===== config.mk =====
export PLATFORM = sky130hd
export DESIGN_NAME = decoder_seq
export DESIGN_NICKNAME = d
export VERILOG_FILES = /design/src/rtl/decoder_seq.sv
export SDC_FILE = /design/constraint.sdc
export NUM_CORES = 1
export LEC_CHECK = 0
export ABC_AREA = 1
export BUFFER_PORTS_ARGS = -buffer_cell sky130_fd_sc_hd__buf_2
export CORE_MARGIN = 1
export CORE_UTILIZATION = 53
export CTS_CLUSTER_DIAMETER = 50
export CTS_CLUSTER_SIZE = 24
export DETAILED_ROUTE_END_ITERATION = 10
export PLACE_DENSITY_LB_ADDON = 0.15
export SLEW_MARGIN = 15
export SYNTH_ARGS = -nofsm -noshare
export SYNTH_HDL_FRONTEND = slang
export SYNTH_SLANG_ARGS = --single-unit
export TNS_END_PERCENT = 30

===== constraint.sdc =====
create_clock -name clk -period 2.4 [get_ports clk]
set_input_delay 0.24 -clock clk [delete_from_list [all_inputs] [get_ports clk]]
set_output_delay 0.24 -clock clk [all_outputs]
set_load 0.03 [all_outputs]

===== src/rtl/decoder_seq.sv =====
// decoder_seq: registered N-to-2**N one-hot decoder with two modes.
// DECODE latches a select through a valid/ready handshake.
// SCAN walks a single active line across all outputs, stepping once every
// SCAN_DIV enabled clock cycles, for row/digit strobing.
// Outputs are inverted when ACTIVE_LOW is nonzero.
module decoder_seq #(
    parameter int N          = 3,
    parameter int ACTIVE_LOW = 0,
    parameter int SCAN_DIV   = 1
) (
    input  logic              clk,
    input  logic              rst,
    input  logic              en,
    input  logic              mode,
    input  logic              sel_valid,
    input  logic [N-1:0]      sel,
    output logic              sel_ready,
    output logic [2**N-1:0]   y,
    output logic              y_valid,
    output logic [N-1:0]      idx,
    output logic              wrap
);

    localparam int W     = 2**N;
    localparam int DIV_W = $clog2(SCAN_DIV) + 1;

    localparam logic [1:0] ST_IDLE   = 2'd0;
    localparam logic [1:0] ST_DECODE = 2'd1;
    localparam logic [1:0] ST_SCAN   = 2'd2;

    // Output pattern when no line is selected, in the configured polarity.
    localparam logic [W-1:0]     Y_IDLE   = (ACTIVE_LOW != 0) ? {W{1'b1}} : {W{1'b0}};
    localparam logic [DIV_W-1:0] DIV_LAST = DIV_W'(SCAN_DIV - 1);
    localparam logic [N-1:0]     IDX_LAST = {N{1'b1}};

    logic [1:0]       state_q, state_d;
    logic [N-1:0]     idx_q, idx_d;
    logic             y_valid_q, y_valid_d;
    logic [W-1:0]     y_q, y_d;
    logic             wrap_q, wrap_d;
    logic [DIV_W-1:0] div_q, div_d;

    // Builds the output pattern: one active line at i when valid, none otherwise.
    function automatic logic [W-1:0] drive_y(input logic valid, input logic [N-1:0] i);
        logic [W-1:0] oh;
        oh = '0;
        if (valid) begin
            oh[i] = 1'b1;
        end
        return (ACTIVE_LOW != 0) ? ~oh : oh;
    endfunction

    // A select can only be taken in DECODE mode while enabled and out of reset.
    assign sel_ready = en & ~mode & ~rst;

    // Next-state logic: handshake capture in DECODE, divided stepping in SCAN,
    // everything held while en is low; wrap defaults low so it only ever pulses.
    always_comb begin
        state_d   = state_q;
        idx_d     = idx_q;
        y_valid_d = y_valid_q;
        div_d     = div_q;
        wrap_d    = 1'b0;

        if (en) begin
            case (state_q)
                ST_IDLE: begin
                    if (mode) begin
                        state_d   = ST_SCAN;
                        idx_d     = '0;
                        y_valid_d = 1'b1;
                        div_d     = '0;
                    end else if (sel_valid) begin
                        state_d   = ST_DECODE;
                        idx_d     = sel;
                        y_valid_d = 1'b1;
                        div_d     = '0;
                    end
                end
                ST_DECODE: begin
                    if (mode) begin
                        state_d = ST_SCAN;
                        div_d   = '0;
                    end else if (sel_valid) begin
                        idx_d     = sel;
                        y_valid_d = 1'b1;
                    end
                end
                ST_SCAN: begin
                    if (!mode) begin
                        state_d = ST_DECODE;
                        div_d   = '0;
                    end else if (div_q == DIV_LAST) begin
                        div_d  = '0;
                        idx_d  = idx_q + N'(1);
                        wrap_d = (idx_q == IDX_LAST);
                    end else begin
                        div_d = div_q + DIV_W'(1);
                    end
                end
                default: begin
                    state_d   = ST_IDLE;
                    idx_d     = '0;
                    y_valid_d = 1'b0;
                    div_d     = '0;
                end
            endcase
        end

        y_d = drive_y(y_valid_d, idx_d);
    end

    // State registers with synchronous reset that overrides en and mode.
    always_ff @(posedge clk) begin
        if (rst) begin
            state_q   <= ST_IDLE;
            idx_q     <= '0;
            y_valid_q <= 1'b0;
            y_q       <= Y_IDLE;
            wrap_q    <= 1'b0;
            div_q     <= '0;
        end else begin
            state_q   <= state_d;
            idx_q     <= idx_d;
            y_valid_q <= y_valid_d;
            y_q       <= y_d;
            wrap_q    <= wrap_d;
            div_q     <= div_d;
        end
    end

    assign y       = y_q;
    assign y_valid = y_valid_q;
    assign idx     = idx_q;
    assign wrap    = wrap_q;

endmodule

==> results_dict.tcl, run 1 <==
set metrics [dict create \
    yosysWarnings 0 \
    holdWs_ns 0.241 \
    cp_max_fo 6 \
    drc 0 \
    wl_per_cell_um 11.3 \
    cp-end-kind "flip-flop" \
    worstPathArrival_ns 1.79 \
    grt_use_total 0.227 \
    synth_cell_types 21 \
    post_cts_resized 0 \
    finalHoldViolCount 0 \
    avgSynthCellArea_sq_um 7.18 \
    area_delta_synth_final_pct 15.2 \
    async_flop_share 0 \
    hp-class "input port to flip-flop" \
    grt_max_degree 12 \
    post-cts-setup-buffers 0 \
    boundaryPins 22 \
    switchingPower_mw 0.146 \
    multi_input_area_sq_um 419 \
    num_antenna_cells 0 \
    antenna_found_initial 0 \
    worst_pin_slew_ns 0.288 \
    ctsHoldBuffers 0 \
    hpwlAfterDp_um 1310 \
    yosys.area.top_type_share 0.380 \
    synth_common_cells "nand2_1 (36), nor2_1 (16), dfxtp_1 (15), nand3_1 (11), inv_1 (6)" \
    synth_area_leaders "dfxtp_1 (38%), nand2_1 (17%), nor2_1 (7.6%)" \
    slew_headroom 0.807 \
    ant_nets 0 \
    fin_area_sq_um 910 \
    clkLatencyLatePin_ns 0.28 \
    die_y_um 40.6 \
    numCtsBuffers 3 \
    die_area_sq_mm 0.00165 \
    routed_wl_um 1670 \
    initial_core_util 0.585 \
    rsz0062_at_grt "no" \
    yosys.cell_count.top_type "nand2_1" \
    fillers 125 \
    dpl.cell_count 144 \
    clk_pin_slew_ns 0.09 \
    grt_pass1_wl_um 2420 \
    fin_crit_sh 0.653 \
    maxCapViolations 0 \
    synthCells 110 \
    powerDensity_mw_per_mm2 541 \
    vias 776 \
    finalPower_mw 0.492 \
    syn_nets 120 \
    synth_area_sq_um 790 \
    comb_power_share 0.182 \
    cts_sinks 15 \
    clock.fmax_mhz 638 \
    yosys.area.top_type "dfxtp_1" \
    coreArea_sq_mm 0.00135 \
    cts.path.max_buffers 2 \
    fin_crit_ns 1.57 \
    root_buffer "clkbuf_4" \
    drv_slew 0 \
    setup_tns_ns 0 \
    worst_slack_ns 0.833 \
    globalplace.congestion 0.787 \
    htreeDepth 1 \
    postLayoutCoreUtil 0.674 \
    critPathKind "flip-flop to flip-flop" \
    dp_slack_ns 0.844 \
    p_int_mw 0.347 \
    power.share.clock 0.284 \
    start_kind "flip-flop" \
    ys_seq_area_frac 0.380 \
    cp_data_required_time_ns 2.62 \
    die_w_um 40.6 \
    synth_edf_count 0 \
    num-nets-final 144 \
    synth_ff_type "dfxtp_1" \
    ir_drop_uv 521 \
    dr.pass1.iters 4 \
    final_layout_size_suffix_gt1_frac 0.286 \
    fin_cells 148 \
    dr.first_iter.drc_count 7 \
    finClkSkew_ns 0.00329 \
    outcome "completed" \
    grt_overflow 0 \
    p_sw_frac 0.296 \
    leakage_nw 0.470 \
    synth_seq_cells 15 \
    rows 13 \
    seq_area_sq_um 300 \
    setup_violations 0 \
    first_global_vias 614 \
    cts_tree "built" \
    place_area_sq_um 882 \
    portBuffers 21 \
    vias_per_cell 5.24 \
    seq_power_share 0.534 \
]
## flip-flops by register name, indices dropped and copies added, names as in the netlist
name and count:
idx 3, wrap 1, y_valid 1, state_q 2, y 8
## layout make-up
class,instances,share of cell area
inverters,9,0.0426
repair buffers,21,0.116
multi-input cells,84,0.461
well taps,15,0.0206
clock inverters,1,0.00550
clock buffers,3,0.0248
flip-flops and latches,15,0.330
## power groups by stage
stage,Combinational (mW),Clock [mW],Sequential (mW)
3_5_place_dp,0.0893,0,0.269
4_1_cts,0.0896,0.143,0.263
3_3_place_gp,0.0879,0,0.268
6_report,0.0896,0.140,0.263
5_1_grt,0.0981,0.151,0.264
2_1_floorplan,0.0565,0,0.280
## cell usage in the layout, fill, tap and decap left out
| cell | Yosys | routed |
|---|---|---|
| inv_1 | 6 | 6 |
| nand3_1 | 11 | 11 |
| buf_2 | 0 | 21 |
| a21oi_2 | 2 | 2 |
| nor2_1 | 16 | 16 |
| inv_2 | 2 | 2 |
| clkbuf_4 | 0 | 3 |
| a21oi_1 | 3 | 3 |
| nor2_2 | 1 | 1 |
| o21ai_1 | 1 | 1 |
| or2_1 | 2 | 2 |
| nand4_1 | 1 | 1 |
| nand2_2 | 1 | 1 |
| o21ai_0 | 2 | 2 |
| nand3_2 | 4 | 4 |
| inv_6 | 1 | 1 |
| ha_1 | 2 | 2 |
| a21oi_4 | 1 | 1 |
| clkinv_2 | 0 | 1 |
| o21ai_2 | 1 | 1 |
| dfxtp_1 | 15 | 15 |
| nand2_1 | 36 | 36 |
## path summary, 6_finish.rpt
kind / startpoint / to / slack [ns] / depth (start not counted)
worst min-delay path: rst / state_q[0] / 0.24 / 2
worst min register to register: state_q[1] / state_q[1] / 0.55 / 2
worst max-delay path: idx[0] / y[1] / 0.83 / 9
worst max register to register: idx[0] / y[1] / 0.83 / 9
## routing by layer
metal  vias up  global-route usage  share of wire
met5         -                   0              0
met4         0              0.0500         0.0084
met3         4              0.0833          0.042
met2        17               0.417           0.50
met1       355               0.244           0.45
li1        400                   -              -
## cells by family (layout without fill, tap and decap cells)
group	after synthesis	after routing	synth area share
compound gates	10	10	0.0919
fa+ha+maj	2	2	0.0317
buf+inv	11	34	0.0888
flops	15	15	0.380
simple gates	72	72	0.407
## worst max-delay path, stage by stage, from the launching register on
cell,delay (ns)
dfxtp_1,0.36
ha_1,0.21
ha_1,0.27
nand2_1,0.06
o21ai_0,0.07
nand2_1,0.08
nand3_2,0.09
a21oi_2,0.18
nand2_1,0.09
nor2_1,0.10
Power figures use the tool's default switching activity.
==> run 2, diff against run 1 <==
--- a/config.mk
+++ b/config.mk
@@ -5,10 +5,10 @@
 export SDC_FILE = /design/constraint.sdc
 export NUM_CORES = 1
 export LEC_CHECK = 0
-export ABC_AREA = 1
+export ABC_AREA = 0
 export BUFFER_PORTS_ARGS = -buffer_cell sky130_fd_sc_hd__buf_2
 export CORE_MARGIN = 1
-export CORE_UTILIZATION = 53
+export CORE_UTILIZATION = 50
 export CTS_CLUSTER_DIAMETER = 50
 export CTS_CLUSTER_SIZE = 24
 export DETAILED_ROUTE_END_ITERATION = 10
==> constraint.sdc (replaced) <==
create_clock -name clk -period 1.6 [get_ports clk]
set_input_delay 0.16 -clock clk [delete_from_list [all_inputs] [get_ports clk]]
set_output_delay 0.16 -clock clk [all_outputs]
set_load 0.03 [all_outputs]
==> run 2 against run 1 <==
- register-to-register slack worse by 0.81 ns
- sequential share of layout area is 2.6 points lower
- clock skew is 0.0062 ns higher
- critical path depth is 2 lower
- routed wire length is 1.8% lower
- non-clock buffer count is 7 higher
- worst setup slack worse by 0.81 ns
- sequential power is 51% higher
- final cell count is 17% lower
==> results_dict.tcl, run 2 <==
set metrics [dict create \
    yosys.area.top_type "dfxtp_1" \
    finClkSkew_ns 0.00951 \
    fin_crit_ns 1.58 \
    initial_core_util 0.550 \
    ant_nets 0 \
    post_cts_resized 0 \
    portBuffers 21 \
    numCtsBuffers 3 \
    place_area_sq_um 973 \
    drv_slew 0 \
    hp-class "input port to flip-flop" \
    synthMuxAreaShare 0.0473 \
    synth_area_leaders "dfxtp_1 (35%), nor3b_2 (5.9%), buf_6 (5.3%)" \
    synth_compound_area_frac 0.179 \
    maxCapViolations 0 \
    num_antenna_cells 0 \
    outcome "completed" \
    die_area_sq_mm 0.00186 \
    vias_per_cell 5.41 \
    die_w_um 43.2 \
    slowest_stage "dfxtp_4" \
    setup_violations 0 \
    antenna_found_initial 0 \
    yosysWarnings 0 \
    grt_max_degree 11 \
    synth_ff_type "dfxtp_1" \
    vias 665 \
    synthCells 81 \
    hpwlAfterDp_um 1290 \
    area_delta_synth_final_pct 19.9 \
    root_buffer "clkbuf_4" \
    path_cells "ha_4, ha_4, nand4b_1, o211ai_1, a22oi_2, buf_4, nor3_2" \
    layout_commonest_cell "buf_2" \
    dr.pass1.iters 3 \
    htreeDepth 1 \
    synth_common_cells "dfxtp_1 (15), nor2_1 (9)" \
    cp_max_fo 6 \
    avgSynthCellArea_sq_um 10.5 \
    synth_fa_ha_area_frac 0.0295 \
    layout_common_cells "buf_2 (21), dfxtp_1 (12), nor2_1 (9), buf_4 (7)" \
    critPathKind "flip-flop to flip-flop" \
    synth_edf_count 0 \
    num-nets-final 118 \
    cts_sinks 15 \
    dr.first_iter.drc_count 14 \
    globalplace.congestion 0.859 \
    slowest_delay_ns 0.37 \
    synth_seq_cells 15 \
    rsz0062_at_grt "yes" \
    finalHoldViolCount 0 \
    die_y_um 43.2 \
    worstPathArrival_ns 1.76 \
    cp-end-kind "flip-flop" \
    async_flop_share 0 \
    rows 14 \
    cts.path.max_buffers 2 \
    synth_cell_types 36 \
    grt_pass1_wl_um 2550 \
    fin_crit_sh 0.986 \
    worst_pin_slew_ns 0.328 \
    fin_area_sq_mm 0.00102 \
    wl_per_cell_um 13.4 \
    cp_data_required_time_ns 1.78 \
    routed_wl_um 1640 \
    crit_path_frequent_cell "ha_4" \
    leakage_nw 0.440 \
    clk_pin_slew_ns 0.09 \
    ir_drop_uv 493 \
    slew_headroom 0.781 \
    boundaryPins 22 \
    grt_use_total 0.187 \
    synth_xor_area_frac 0 \
    first_global_vias 579 \
    yosys.cell_count.top_type "dfxtp_1" \
    grt_overflow 0 \
    clkLatencyLatePin_ns 0.29 \
    largest_reg_flops 8 \
    worst_slack_ns 0.0225 \
    start_kind "flip-flop" \
    coreArea_sq_mm 0.00154 \
    synth_top_family_by_area "simple AND/OR/NAND/NOR gates" \
    final_layout_size_suffix_gt1_frac 0.542 \
    clock.fmax_mhz 634 \
    dp_slack_ns 0.0211 \
    ctsHoldBuffers 0 \
    ys_seq_area_frac 0.355 \
    synth_area_sq_um 847 \
    drc 0 \
    powerDensity_mw_per_mm2 763 \
    syn_nets 91 \
    yosys.area.top_type_share 0.355 \
    synth-simple-area-share 0.287 \
    cts_tree "built" \
]
-- run 2: metal layers --
layer  up-vias  track usage  share of wire  wire length, um
met4         0       0.0545         0.0073               12
met5         -            0              0                0
met3         2       0.0638          0.042               69
met2        16        0.293           0.48              783
met1       307        0.243           0.47              779
li1        340            -              -                -
-- run 2: what timing repair did --
action,4_1_cts,5_1_grt
pin swaps,1,3
setup buffers,0,2
setup endpoints to repair,2,7
-- run 2: final timing paths --
kind / startpoint / end / slack (ns) / cells after the start
max: idx[0] / y[7] / 0.02 / 7
min: rst / state_q[1] / 0.17 / 2
max reg2reg: idx[0] / y[7] / 0.02 / 7
min reg2reg: y_valid / y_valid / 0.57 / 2
-- run 2: cell type report --
cell class,count,area [sq um]
clock buffers,3,22.5
inverters,4,17.5
clock inverters,1,5.00
multi-input cells,56,484
repair buffers,28,158
flip-flops and latches,15,309
well taps,16,20.0
fillers,135,526
-- run 2: critical path, delay by kind of cell (launching register included) --
| family | cells | cell delay, ns |
|---|---|---|
| flops | 1 | 0.37 |
| buf+inv | 1 | 0.20 |
| simple gates | 2 | 0.12 |
| compound gates | 2 | 0.42 |
| fa+ha+maj | 2 | 0.36 |
-- run 2: power breakdown --
group,internal [mW],switching [mW]
registers,0.384,0.0133
logic,0.0704,0.0964
clock network,0.0929,0.119
-- run 2: logic make-up (layout without fill, tap and decap cells) --
family,Yosys count,after routing
simple gates,36,36
compound gates,14,14
mux,4,4
buf+inv,10,36
flops,15,15
fa+ha+maj,2,2
-- run 2: metrics by stage --
| stage | power (mW) | std cells | utilization | TNS (ns) | hold slack (ns) |
|---|---|---|---|---|---|
| CTS | 0.782 | 121 | 0.649 | 0 | 0.154 |
| global route | 0.820 | 123 | 0.659 | -0.381 | 0.149 |
| detailed placement | 0.569 | 117 | 0.631 | 0 | 0.468 |
| finish | 0.775 | 123 | 0.659 | 0 | 0.166 |
| global placement | 0.566 | 117 | 0.631 | 0 | 0.459 |
| floorplan | 0.539 | 81 | - | 0 | 0.223 |
==> run 3, diff against run 2 <==
--- a/config.mk
+++ b/config.mk
@@ -8,7 +8,7 @@
 export ABC_AREA = 0
 export BUFFER_PORTS_ARGS = -buffer_cell sky130_fd_sc_hd__buf_2
 export CORE_MARGIN = 1
-export CORE_UTILIZATION = 50
+export CORE_UTILIZATION = 37
 export CTS_CLUSTER_DIAMETER = 50
 export CTS_CLUSTER_SIZE = 24
 export DETAILED_ROUTE_END_ITERATION = 10
==> constraint.sdc (replaced) <==
create_clock -name clk -period 1.6 [get_ports clk]
set_input_delay 0.16 -clock clk [delete_from_list [all_inputs] [get_ports clk]]
set_output_delay 0.16 -clock clk [all_outputs]
set_load 0.01 [all_outputs]
==> run 3 against run 2 <==
- utilization shrank 15 points
- critical path depth shrank 2
- worst hold slack lost 0.015 ns
- final area grew 3.2%
- die area grew 33%
- largest cell class unchanged
==> results_dict.tcl, run 3 (synthesis gave the netlist of run 2 again) <==
set metrics [dict create \
    setup_violations 0 \
    hpwlAfterDp_um 1350 \
    setup_tns_ns 0 \
    met3_usage 0.0710 \
    num-nets-final 121 \
    routed_wl_um 1830 \
    maxCapViolations 0 \
    start_kind "flip-flop" \
    rr_startpoint "state_q[1]" \
    clk_pin_slew_ns 0.10 \
    largest_reg_flops 8 \
    cts.path.max_buffers 2 \
    cp_max_fo 9 \
    fin_crit_ns 1.53 \
    busiest_layer "met2" \
    boundaryPins 22 \
    cp-end-kind "flip-flop" \
    num_antenna_cells 0 \
    path_cells "or2_4, o32ai_2, nand3_1, and2_4, nor3b_2" \
    initial_core_util 0.411 \
    ir_drop_uv 623 \
    cts_tree "built" \
    htreeDepth 1 \
    vias_per_cell 5.04 \
    rows 16 \
    layout_commonest_cell "buf_2" \
    layout_common_cells "buf_2 (21), dfxtp_1 (12), nor2_1 (9), buf_4 (9)" \
    wl_per_cell_um 13.4 \
    root_buffer "clkbuf_4" \
    critPathKind "flip-flop to flip-flop" \
    drc 0 \
    slowest_delay_ns 0.39 \
    cp_data_required_time_ns 1.79 \
    rsz0062_at_grt "no" \
    finClkSkew_ns 0.00699 \
    gr-usage-met1 0.205 \
    clkLatencyLatePin_ns 0.29 \
    ant_nets 0 \
    vias 691 \
    outcome "completed" \
    grt_pass1_wl_um 2990 \
    slowest_stage "dfxtp_2" \
    postLayoutCoreUtil 0.508 \
    antenna_found_initial 0 \
    grt_max_degree 11 \
    slew_headroom 0.791 \
    fin_crit_sh 0.958 \
    grt_use_total 0.161 \
    hp-start "rst" \
    hp-class "input port to flip-flop" \
    final_layout_size_suffix_gt1_frac 0.564 \
    numCtsBuffers 3 \
    worst_pin_slew_ns 0.313 \
    dr.pass1.iters 4 \
    worstPathArrival_ns 1.72 \
    clock.fmax_mhz 652 \
    finalPower_mw 0.782 \
    drv_slew 0 \
    cts_sinks 15 \
    coreArea_sq_mm 0.00206 \
    grt_util_met2 0.255 \
    first_global_vias 667 \
    portBuffers 21 \
    finalHoldViolCount 0 \
    cp-startpoint "state_q[1]" \
    dr.first_iter.drc_count 3 \
    area_delta_synth_final_pct 23.8 \
    globalplace.congestion 0.832 \
    die_y_um 49.8 \
    leakage_nw 0.461 \
    grt_overflow 0 \
    die_area_sq_mm 0.00248 \
    powerDensity_mw_per_mm2 746 \
    die_w_um 49.8 \
]
## run 3: layer usage
layer,wire [um],part of all wire
met3,107,0.058
met1,878,0.48
met4,0,0
met5,0,0
met2,844,0.46
## run 3: path summary, 6_finish.rpt
path | slack [ns] | cells after the start | to
setup / recovery | 0.07 | 5 | y[5]
hold / removal | 0.15 | 2 | idx[0]
setup reg to reg | 0.07 | 5 | y[5]
hold reg to reg | 0.56 | 2 | y_valid
## run 3: cell type report
class | count | area, sq um
multi-input cells | 56 | 479
clock inverters | 1 | 5.00
repair buffers | 31 | 184
fillers | 214 | 1010
inverters | 4 | 17.5
clock buffers | 3 | 22.5
flip-flops and latches | 15 | 307
well taps | 27 | 33.8
## run 3: through the flow
stage / area (sq um) / worst slack (ns) / hold WS (ns) / cells
CTS: 1010 / 0.0123 / 0.150 / 136
global placement: 986 / 0.0501 / 0.463 / 132
floorplan: 850 / 0.0109 / 0.225 / 81
finish: 1050 / 0.0673 / 0.151 / 137
detailed placement: 986 / 0.0366 / 0.462 / 132
global route: 1050 / 0.00451 / 0.147 / 137
## run 3: repair_timing
action / CTS / global route
hold endpoints to repair: 0 / 0
resized for setup: 0 / 6
endpoints found under the setup margin: 0 / 8
hold buffers: 0 / 0
setup buffers: 0 / 1
## run 3: worst max-delay path, delay by kind of cell (launching register included)
kind	cells	cell delay (ns)
AND/OR/NAND/NOR	4	0.79
flip-flops	1	0.39
AO/OA/AOI/OAI	1	0.25
## run 3: power breakdown
part | leakage (nW) | total, mW | switching (mW) | internal (mW)
Combinational | 0.320 | 0.161 | 0.0851 | 0.0761
Sequential | 0.123 | 0.397 | 0.0120 | 0.385
Clock | 0.0177 | 0.224 | 0.131 | 0.0929
